File: src/rtl/oam_dma_arbiter_pkg.sv
// Shared types and constants for the OAM DMA bus arbiter: state and region
// encodings, the memory-map constants, and the source-page remap helper.
package oam_dma_arbiter_pkg;

  typedef enum logic [1:0] {
    IDLE  = 2'd0,
    START = 2'd1,
    XFER  = 2'd2
  } dma_state_t;

  typedef enum logic [1:0] {
    MAIN   = 2'd0,
    HRAM   = 2'd1,
    DMAREG = 2'd2
  } region_t;

  localparam logic [15:0] HRAM_LO      = 16'hFF80;
  localparam logic [15:0] HRAM_HI      = 16'hFFFE;
  localparam logic [15:0] DMA_REG_ADDR = 16'hFF46;
  localparam int          OAM_BYTES    = 160;

  // Pages E0..FF alias back onto the work-RAM pages C0..DF.
  function automatic logic [7:0] eff_src(input logic [7:0] src);
    return (src >= 8'hE0) ? (src - 8'h20) : src;
  endfunction

endpackage

File: src/rtl/oam_dma_arbiter_if.sv
// Bundle of the core-side, main-bus, HRAM and OAM signals around the arbiter.
// master is the arbiter's view; slave is the view of the surrounding system.
interface oam_dma_arbiter_if;

  logic [15:0] cpu_addr;
  logic [7:0]  cpu_wdata;
  logic        cpu_write;
  logic [7:0]  cpu_rdata;

  logic [15:0] mem_addr;
  logic [7:0]  mem_wdata;
  logic        mem_write;
  logic [7:0]  mem_rdata;

  logic [6:0]  hram_addr;
  logic [7:0]  hram_wdata;
  logic        hram_write;
  logic [7:0]  hram_rdata;

  logic [7:0]  oam_addr;
  logic [7:0]  oam_wdata;
  logic        oam_write;

  logic        dma_active;

  modport master (
    input  cpu_addr, cpu_wdata, cpu_write, mem_rdata, hram_rdata,
    output cpu_rdata, mem_addr, mem_wdata, mem_write,
    output hram_addr, hram_wdata, hram_write,
    output oam_addr, oam_wdata, oam_write, dma_active
  );

  modport slave (
    output cpu_addr, cpu_wdata, cpu_write, mem_rdata, hram_rdata,
    input  cpu_rdata, mem_addr, mem_wdata, mem_write,
    input  hram_addr, hram_wdata, hram_write,
    input  oam_addr, oam_wdata, oam_write, dma_active
  );

endinterface

File: src/rtl/bus_decode_m.sv
// Combinational region decode of the core address: DMA register, HRAM or main.
module bus_decode_m
  import oam_dma_arbiter_pkg::*;
#(
  parameter logic [15:0] DMA_REG = DMA_REG_ADDR
) (
  input  logic [15:0] cpu_addr_i,
  output region_t     region_o
);

  always_comb begin
    region_o = MAIN;
    if (cpu_addr_i == DMA_REG) begin
      region_o = DMAREG;
    end else if ((cpu_addr_i >= HRAM_LO) && (cpu_addr_i <= HRAM_HI)) begin
      region_o = HRAM;
    end
  end

endmodule

File: src/rtl/oam_dma_arbiter.sv
// Main-bus arbiter between the core and the OAM DMA engine; owns the DMA
// source register and a private HRAM port so the core runs from HRAM meanwhile.
module oam_dma_arbiter #(
  parameter int          OAM_BYTES   = oam_dma_arbiter_pkg::OAM_BYTES,
  parameter logic [15:0] DMA_REG     = oam_dma_arbiter_pkg::DMA_REG_ADDR,
  parameter int          START_DELAY = 1
) (
  input logic                clk,
  input logic                rst,
  oam_dma_arbiter_if.master  bus
);

  import oam_dma_arbiter_pkg::*;

  localparam logic [7:0] LAST_IDX   = 8'(OAM_BYTES - 1);
  localparam logic [7:0] DELAY_INIT = 8'(START_DELAY);

  region_t    region;
  dma_state_t state_q, state_d;

  logic [7:0] src_q, src_d;
  logic [7:0] idx_q, idx_d;
  logic [7:0] cnt_q, cnt_d;
  logic [7:0] oam_addr_q, oam_addr_d;
  logic [7:0] oam_wdata_q, oam_wdata_d;
  logic       oam_write_q, oam_write_d;
  logic       dma_active_q, dma_active_d;

  logic       reg_wr;
  logic       in_xfer;

  bus_decode_m #(
    .DMA_REG (DMA_REG)
  ) u_decode (
    .cpu_addr_i (bus.cpu_addr),
    .region_o   (region)
  );

  assign reg_wr  = bus.cpu_write && (region == DMAREG);
  assign in_xfer = (state_q == XFER);

  always_ff @(posedge clk) begin
    if (!rst) begin
      state_q <= IDLE;
    end else begin
      state_q <= state_d;
    end
  end

  // A source-register write restarts from any state, including the last XFER read.
  always_comb begin
    state_d = state_q;
    if (reg_wr) begin
      state_d = START;
    end else begin
      case (state_q)
        START:   if (cnt_q <= 8'd1) state_d = XFER;
        XFER:    if (idx_q == LAST_IDX) state_d = IDLE;
        default: state_d = state_q;
      endcase
    end
  end

  always_comb begin
    bus.mem_addr   = bus.cpu_addr;
    bus.mem_wdata  = bus.cpu_wdata;
    bus.mem_write  = bus.cpu_write && (region == MAIN);
    if (in_xfer) begin
      bus.mem_addr  = {eff_src(src_q), idx_q};
      bus.mem_write = 1'b0;
    end
    if (!rst) begin
      bus.mem_write = 1'b0;
    end

    case (region)
      HRAM:    bus.cpu_rdata = bus.hram_rdata;
      DMAREG:  bus.cpu_rdata = src_q;
      default: bus.cpu_rdata = in_xfer ? 8'hFF : bus.mem_rdata;
    endcase

    bus.hram_addr  = bus.cpu_addr[6:0];
    bus.hram_wdata = bus.cpu_wdata;
    bus.hram_write = rst && bus.cpu_write && (region == HRAM);
  end

  always_comb begin
    src_d       = src_q;
    idx_d       = idx_q;
    cnt_d       = cnt_q;
    oam_write_d = in_xfer;
    oam_addr_d  = oam_addr_q;
    oam_wdata_d = oam_wdata_q;

    if ((state_q == START) && (cnt_q != 8'd0)) begin
      cnt_d = cnt_q - 8'd1;
    end

    if (in_xfer) begin
      oam_addr_d  = idx_q;
      oam_wdata_d = bus.mem_rdata;
      idx_d       = (idx_q == LAST_IDX) ? 8'd0 : (idx_q + 8'd1);
    end

    if (reg_wr) begin
      src_d = bus.cpu_wdata;
      idx_d = 8'd0;
      cnt_d = DELAY_INIT;
    end

    // Stays high one clk past the last read so the trailing OAM write is covered.
    dma_active_d = (state_d != IDLE) || oam_write_d;
  end

  always_ff @(posedge clk) begin
    if (!rst) begin
      src_q        <= 8'hFF;
      idx_q        <= 8'd0;
      cnt_q        <= 8'd0;
      oam_addr_q   <= 8'd0;
      oam_wdata_q  <= 8'd0;
      oam_write_q  <= 1'b0;
      dma_active_q <= 1'b0;
    end else begin
      src_q        <= src_d;
      idx_q        <= idx_d;
      cnt_q        <= cnt_d;
      oam_addr_q   <= oam_addr_d;
      oam_wdata_q  <= oam_wdata_d;
      oam_write_q  <= oam_write_d;
      dma_active_q <= dma_active_d;
    end
  end

  assign bus.oam_addr   = oam_addr_q;
  assign bus.oam_wdata  = oam_wdata_q;
  assign bus.oam_write  = oam_write_q;
  assign bus.dma_active = dma_active_q;

endmodule

File: src/flat_wrapper.sv
// flat-port wrapper written by rule: the top's interface ports become plain ports
module oam_dma_arbiter_flat import oam_dma_arbiter_pkg::*;
#(
  parameter int          OAM_BYTES   = oam_dma_arbiter_pkg::OAM_BYTES,
  parameter logic [15:0] DMA_REG     = oam_dma_arbiter_pkg::DMA_REG_ADDR,
  parameter int          START_DELAY = 1
)
  (clk, rst, bus_cpu_addr, bus_cpu_wdata, bus_cpu_write, bus_mem_rdata, bus_hram_rdata, bus_cpu_rdata, bus_mem_addr, bus_mem_wdata, bus_mem_write, bus_hram_addr, bus_hram_wdata, bus_hram_write, bus_oam_addr, bus_oam_wdata, bus_oam_write, bus_dma_active);
  oam_dma_arbiter_if bus_i ();
  input logic clk;
  input logic rst;
  input wire logic [$bits(bus_i.cpu_addr)-1:0] bus_cpu_addr;
  input wire logic [$bits(bus_i.cpu_wdata)-1:0] bus_cpu_wdata;
  input wire logic [$bits(bus_i.cpu_write)-1:0] bus_cpu_write;
  input wire logic [$bits(bus_i.mem_rdata)-1:0] bus_mem_rdata;
  input wire logic [$bits(bus_i.hram_rdata)-1:0] bus_hram_rdata;
  output wire logic [$bits(bus_i.cpu_rdata)-1:0] bus_cpu_rdata;
  output wire logic [$bits(bus_i.mem_addr)-1:0] bus_mem_addr;
  output wire logic [$bits(bus_i.mem_wdata)-1:0] bus_mem_wdata;
  output wire logic [$bits(bus_i.mem_write)-1:0] bus_mem_write;
  output wire logic [$bits(bus_i.hram_addr)-1:0] bus_hram_addr;
  output wire logic [$bits(bus_i.hram_wdata)-1:0] bus_hram_wdata;
  output wire logic [$bits(bus_i.hram_write)-1:0] bus_hram_write;
  output wire logic [$bits(bus_i.oam_addr)-1:0] bus_oam_addr;
  output wire logic [$bits(bus_i.oam_wdata)-1:0] bus_oam_wdata;
  output wire logic [$bits(bus_i.oam_write)-1:0] bus_oam_write;
  output wire logic [$bits(bus_i.dma_active)-1:0] bus_dma_active;
  assign bus_i.cpu_addr = bus_cpu_addr;
  assign bus_i.cpu_wdata = bus_cpu_wdata;
  assign bus_i.cpu_write = bus_cpu_write;
  assign bus_i.mem_rdata = bus_mem_rdata;
  assign bus_i.hram_rdata = bus_hram_rdata;
  assign bus_cpu_rdata = bus_i.cpu_rdata;
  assign bus_mem_addr = bus_i.mem_addr;
  assign bus_mem_wdata = bus_i.mem_wdata;
  assign bus_mem_write = bus_i.mem_write;
  assign bus_hram_addr = bus_i.hram_addr;
  assign bus_hram_wdata = bus_i.hram_wdata;
  assign bus_hram_write = bus_i.hram_write;
  assign bus_oam_addr = bus_i.oam_addr;
  assign bus_oam_wdata = bus_i.oam_wdata;
  assign bus_oam_write = bus_i.oam_write;
  assign bus_dma_active = bus_i.dma_active;
  oam_dma_arbiter #(.OAM_BYTES(OAM_BYTES), .DMA_REG(DMA_REG), .START_DELAY(START_DELAY)) u_core (.clk(clk), .rst(rst), .bus(bus_i));
endmodule
File: config.mk
export PLATFORM = sky130hd
export DESIGN_NAME = oam_dma_arbiter_flat
export DESIGN_NICKNAME = d
export VERILOG_FILES = /design/src/rtl/oam_dma_arbiter_pkg.sv /design/src/rtl/oam_dma_arbiter_if.sv /design/src/rtl/bus_decode_m.sv /design/src/rtl/oam_dma_arbiter.sv /design/src/flat_wrapper.sv
export SDC_FILE = /design/constraint.sdc
export NUM_CORES = 1
export LEC_CHECK = 0
export ABC_CLOCK_PERIOD_IN_PS = 3600
export CORE_UTILIZATION = 44
export CTS_BUF_LIST = sky130_fd_sc_hd__clkbuf_8
export CTS_CLUSTER_SIZE = 30
export DETAILED_ROUTE_END_ITERATION = 7
export PLACE_DENSITY = 0.88
export SKIP_CTS_REPAIR_TIMING = 1
export SYNTH_ARGS = -nofsm -noshare
export SYNTH_HDL_FRONTEND = slang
export SYNTH_SLANG_ARGS = --single-unit
File: constraint.sdc
create_clock -name clk -period 3.6 [get_ports clk]
set_clock_uncertainty 0.2 [all_clocks]
set_input_delay 0.9 -clock clk [delete_from_list [all_inputs] [get_ports clk]]
set_output_delay 0.9 -clock clk [all_outputs]
set_load 0.02 [all_outputs]
==> results of run 1 <==
==> layer usage <==
| metal | part of all wire, % | global-route usage [%] | up-vias |
|---|---|---|---|
| met5 | 0 | 0 | - |
| met4 | 3.3 | 8.68 | 0 |
| met3 | 8.0 | 6.47 | 33 |
| met2 | 51 | 44.2 | 202 |
| met1 | 37 | 30.5 | 1317 |
| li1 | - | - | 1286 |
==> worst register-to-register path, delay by kind of cell, from the launching register on <==
family,cells,cell delay [ns]
AND/OR/NAND/NOR,1,0.10
flip-flops,1,0.34
buffers and inverters,3,0.72
AO/OA/AOI/OAI,2,0.53
adder cells (fa/ha/maj),1,0.35
==> sequential cells by signal, indices dropped and copies added (netlist names) <==
signal / cells
u_core.src_q: 8
u_core.cnt_q: 8
u_core.bus.oam_wdata: 8
u_core.idx_q: 8
u_core.state_q: 2
u_core.bus.oam_addr: 8
u_core.bus.dma_active: 1
u_core.bus.oam_write: 1
==> power groups by stage <==
stage,combinational (mW),sequential [mW],clock [mW]
after floorplan,0.0880,0.498,0
after global placement,0.193,0.498,0
after detailed placement,0.196,0.498,0
after CTS,0.197,0.486,0.391
after global routing,0.211,0.486,0.410
final,0.202,0.486,0.388
==> logic make-up after synthesis <==
kind of cell	synth area share [%]
AOI/OAI and AO/OA	15.9
adders and majority gates	2.98
xor gates and xnor gates	3.13
and+or+nand+nor	21.9
muxes	7.51
DFF	35.0
buffers and inverters	13.6
==> final cells by class <==
type                    instances  area [um^2]  share of cell area, %
multi-input cells             209         1370                   35.7
repair buffers                131         1310                   34.0
flip-flops and latches         44          881                   22.9
well taps                      72         90.1                   2.34
inverters                      21         78.8                   2.05
clock buffers                   5         68.8                   1.79
clock inverters                 3         46.3                   1.20
==> final timing paths <==
| path | slack, ns | to | cells past startpoint | start |
|---|---|---|---|---|
| setup / recovery | -0.12 | bus_cpu_rdata[7] | 7 | bus_cpu_addr[5] |
| setup reg to reg | 1.30 | u_core.idx_q[1] | 7 | u_core.state_q[0] |
| hold / removal | 0.28 | u_core.bus.oam_addr[6] | 2 | u_core.bus.oam_addr[6] |
| hold reg to reg | 0.28 | u_core.bus.oam_addr[6] | 2 | u_core.bus.oam_addr[6] |
==> cell usage in the layout (no fill, tap or decap), drive strengths merged, types with 3 or more instances in the layout <==
cell type	count
nor3	5
a31oi	3
nand4	5
o21ai	23
mux2	7
clkbuf	11
clkdlybuf4s50	83
dlymetal6s2s	13
a21oi	13
nand2	27
a311oi	9
dfxtp	44
buf	29
nor2	37
xor2	6
and3	3
xnor2	3
and4	4
a221o	8
inv	22
nand3	23
ha	6
mux2i	11
==> through the flow <==
stage	setup WS, ns	hold WS, ns	util (%)
final	-0.116	0.278	69.8
after global routing	-0.131	0.301	69.8
after CTS	-0.765	0.276	67.2
after detailed placement	-0.743	0.262	65.1
after global placement	-0.750	0.254	65.1
after floorplan	0.160	0.258	-
==> results.md, run 1 <==
- DR pass1 iterations: 6
- Post-route cell area: 0.00384 mm^2
- Synth unique cells: 39
- Final GP Congestion: 0.851
- Area of placed instances: around 0.0036 mm^2
- Top_reg_cell synth: dfxtp_1
- Comb pwr share: 18.7%
- Area contributors post-synth: dfxtp_1, buf_4, nor2_1
- Buffers on Ports: 109
- Fraction of layout cells with a size suffix above 1: 16.7%
- EDFF count, synth: 0
- Number of global-route vias before repair: 2,510
- Net Sw Frac: 25.8%
- CTS Buf Count: 5
- Syn avg cell area: roughly 8.0 um^2
- Reg power frac: a little under half
- # DRC: 0
- # IOs: 110
- Syn. warnings: 0
- Die Area: 0.00603 mm^2
- Post-Route WL: 8640 um
- Dpl hpwl: 5750 um
- CP bufs+invs: 3
- Final period util: 103%
- Via count: roughly 2.8k
- Final Non-Filler Cells: 485
- Worst slew pin tran: roughly 0.65 ns
- Final min period: approximately 3.7 ns
- Clock Pin Slew Worst Setup and Hold Paths: 0.09 ns
- Initial drt markers: 318
- Leakage: about 1.6 nW
- Top delay family on crit path: simple AND/OR/NAND/NOR gates
- Violated checks: negative setup slack
- Die Y: between 70 and 80 um
- Crit end category: output port
- Worst slew margin: between 50% and 60%
- Routed len/inst: 17.8 um
- Mapped Area: approximately 0.0025 mm^2
- Clk buf depth: 2
- Most area-hungry cell type in the Yosys netlist: dfxtp_1
- CTS tree: built
- # H-tree levels: 2
- Worst Path Class, Setup: primary input to output port
- Total GRT Usage: 25.5%
- Count leader, synth: dfxtp_1
- Core area: 0.00551 mm^2
- VDD IR-drop max: 0.258 mV
- Slowest cell on crit path: or4_4
- Internal: 798 uW
- Power per cell area: 280 mW/mm^2
- Startpoint Class: primary input
- Starting Density: 45.7%
- First-pass GRT wire length: 12,100 um
- Switching pwr: between 200 and 300 uW
- Slew Limit Fails: 0
- Outcome: complete, but fails checks
- Fin Setup TNS: -0.116 ns
- # rows: 27
- Clock Root Buffer: clkbuf_8
- Synth-to-Final Area Change: 52.6%
- Synth cell count leaders: dfxtp_1, nor2_1, nand2_1
- Worst Path Max Fanout: 4
- Critical path arrival: 2.62 ns
- Initial antenna violation count: 0
- Post-Syn Instances: 314
- Post-DRT Antenna Nets: 0
- Async S/R FF share, synth: 0%
- Vias/cell: 5.85
- Total placed cells including tap cells: 471
- CP Cell Sequence: buf_4 > nand4_1 > buf_4 > or4_4 > a311oi_2 > a221o_1 > clkbuf_2
- Most used cell, CP: buf_4
- Top cell type's share of synthesized area: a little over a third
- Final hold viol count: 0
- Max Cap Violations: 0
- CTS sink cnt: 44
- Grt total ovfl: 0
- Post-synthesis sequential area ratio: 35.0%
- Clk Latency, worst-skew pair: 0.30 ns
- Largest net degree at the start of global routing: 24
- HP Class: flip-flop to flip-flop
- Filler cell count: 406
- Diode count: 0
- Final worst slack: -0.116 ns
- Max Clk Rate: 269 MHz
- Flops & latches, synth: 44
- Net Count, Synth: ~360
- Clock power frac: approximately 36%
- Layout net count: 461
- WP data required: 2.50 ns
- Final setup vio count: 1
- Horiz. Die Dim: 77.6 um
- Slowest Stage Delay on Critical Path: around 0.6 ns
- Tot Pwr: about 1.1 mW
Note: power is estimated with default switching activity, not from simulation.
==> inputs of run 2 (changes only) <==
- CORE_MARGIN: default -> 2
- CTS_CLUSTER_SIZE: 30 -> default
- SKIP_LAST_GASP: default -> 1
==> results.md, run 2 (same netlist as run 1, synthesis figures left out) <==
- Total GRT Usage: 24.0% (-1.5 points)
- Reg2Reg Setup Slack: 1.35 ns (+0.05 ns)
- Clock Root Buffer: clkbuf_8
- Crit end category: output port
- Post-Route WL: 8230 um (-4.8%)
- Worst flop-to-flop path startpoint: u_core.state_q[0]
- Reg power frac: 45.5% (+0.3 points)
- First-pass GRT wire length: 12,100 um (about the same)
- Worst slew pin tran: 0.680 ns (+0.0262 ns)
- Max Cap Violations: 0 (unchanged)
- Horiz. Die Dim: 79.6 um (+2.6%)
- Max Clk Rate: 277 MHz (+3.1%)
- Most common cell after layout, fill and taps aside: clkdlybuf4s50_1
- Final worst slack: -0.00500 ns (+0.111 ns)
- Vias/cell: 5.67 (-3.1%)
- WP data required: 2.50 ns (about the same)
- Outcome: complete, but fails checks
- Startpoint Class: primary input
- Buffers on Ports: 109 (unchanged)
- Initial drt markers: 224 (-30%)
- Capture point of the worst path: bus_cpu_rdata[7]
- Die Y: 79.6 um (+2.6%)
- Critical Path Start: bus_cpu_addr[1]
- Reg2Reg Depth: 7 (unchanged)
- Final min period: 3.61 ns (-0.111 ns)
- # IOs: 110 (unchanged)
- Largest net degree at the start of global routing: 31 (+29%)
- Switching pwr: 272 uW (-2.1%)
- Slew Limit Fails: 0 (unchanged)
- Worst Path Max Fanout: 6 (+2)
- CTS Buf Count: 5 (unchanged)
- Fraction of layout cells with a size suffix above 1: 17.2% (+0.53 points)
- Violated checks: negative setup slack
- # H-tree levels: 2 (unchanged)
- Clk buf depth: 2 (unchanged)
- # DRC: 0 (unchanged)
- HP Class: flip-flop to flip-flop
- Area of placed instances: 0.00359 mm^2 (+0.14%)
- VDD IR-drop max: 0.302 mV (+17%)
- CTS tree: built
- Core area: 0.00551 mm^2 (unchanged)
- Worst Path Class, Setup: primary input to output port
- Clock Pin Slew Worst Setup and Hold Paths: 0.09 ns (about the same)
- Post-DRT Antenna Nets: 0 (unchanged)
- Comb pwr share: 18.8% (about the same)
- Register area: 881 um^2 (unchanged)
- Post-route cell area: 0.00381 mm^2 (-0.94%)
- Area of the multi-input gates: 0.00138 mm^2 (+0.82%)
- Worst hold slack: 0.268 ns (-0.0100 ns)
- Synth-to-Final Area Change: 51.2%
- Final GP Congestion: 0.868 (+1.9%)
- Most frequent cells in the layout: clkdlybuf4s50_1, dfxtp_1, nor2_1, nand2_1
- DR pass1 iterations: 5 (-1)
- Worst slew margin: 54.6% (-1.7 points)
- Number of global-route vias before repair: 2,560 (+2.0%)
- Routed len/inst: 17.0 um (-4.6%)
- Power per cell area: 281 mW/mm^2 (+0.26%)
- Grt total ovfl: 0 (unchanged)
- Net Sw Frac: 25.4% (-0.36 points)
- Diode count: 0 (unchanged)
- Final setup vio count: 1 (unchanged)
- Initial antenna violation count: 0 (unchanged)
- Layout net count: 460 (-0.22%)
- Filler cell count: 407 (+0.25%)
- CTS sink cnt: 44 (unchanged)
- Hold path start: u_core.bus.oam_addr[5]
- Critical path arrival: 2.51 ns (-0.11 ns)
- Internal: 797 uW (-0.20%)
- Clock power frac: 35.7% (-0.4 points)
- # rows: 27 (unchanged)
- Starting Density: 45.7% (unchanged)
- Die Area: 0.00634 mm^2 (+5.2%)
- Final hold viol count: 0 (unchanged)
- Via count: 2,744 (-3.3%)
- Reg-to-reg endpoint: u_core.state_q[1]
- Dpl hpwl: 5910 um (+2.8%)
- Leakage: 1.55 nW (-1.5%)
- Final period util: 100% (-3.1 points)
- Clk Latency, worst-skew pair: 0.30 ns (about the same)
==> run 2: how the worst min path moves through the flow <==
stage	end	depth (start not counted)
after global routing	u_core.bus.oam_addr[5]	2
final	u_core.bus.oam_addr[5]	2
after floorplan	u_core.state_q[1]	2
after global placement	u_core.bus.oam_addr[3]	2
after detailed placement	u_core.bus.oam_addr[5]	2
after CTS	u_core.bus.oam_addr[5]	2
==> run 2: metal layers <==
metal	global-route usage, %	up-vias	part of all wire [%]	wire (um)
li1	-	1277	-	-
met3	5.54	29	8.1	664
met4	6.21	0	2.7	218
met1	28.9	1299	40	3330
met2	42.8	139	49	4020
met5	0	-	0	0
==> run 2: worst max-delay path, cell delays in order <==
cell	delay, ns
dlymetal6s2s_1	0.16
inv_2	0.08
or4_4	0.61
a311oi_1	0.40
a221o_1	0.18
clkbuf_2	0.17
==> run 2: final cells by class <==
type                            count  area share (%)
Clock inverter                      3            1.22
Inverter                           21            2.07
Clock buffer                        5            1.81
Sequential cell                    44            23.1
Tap cell                           72            2.37
Multi-Input combinational cell    209            36.3
Timing Repair Buffer              130            33.1
==> run 2: per-stage QoR <==
step                setup TNS, ns  setup WS [ns]  cells  util [%]  power (mW)
floorplan                       0          0.160    314         -       0.586
global placement            -6.45         -0.692    470      65.2       0.692
detailed placement          -6.79         -0.706    470      65.2       0.695
CTS                         -6.87         -0.715    478      67.3        1.07
global route              -0.0395        -0.0202    484      69.1        1.10
finish                   -0.00500       -0.00500    484      69.1        1.07
==> run 2: power groups by stage <==
stage	clock [mW]	sequential, mW	combinational, mW
after CTS	0.389	0.486	0.198
after detailed placement	0	0.498	0.197
after global routing	0.409	0.486	0.209
after global placement	0	0.498	0.194
final	0.382	0.486	0.201
after floorplan	0	0.498	0.0880
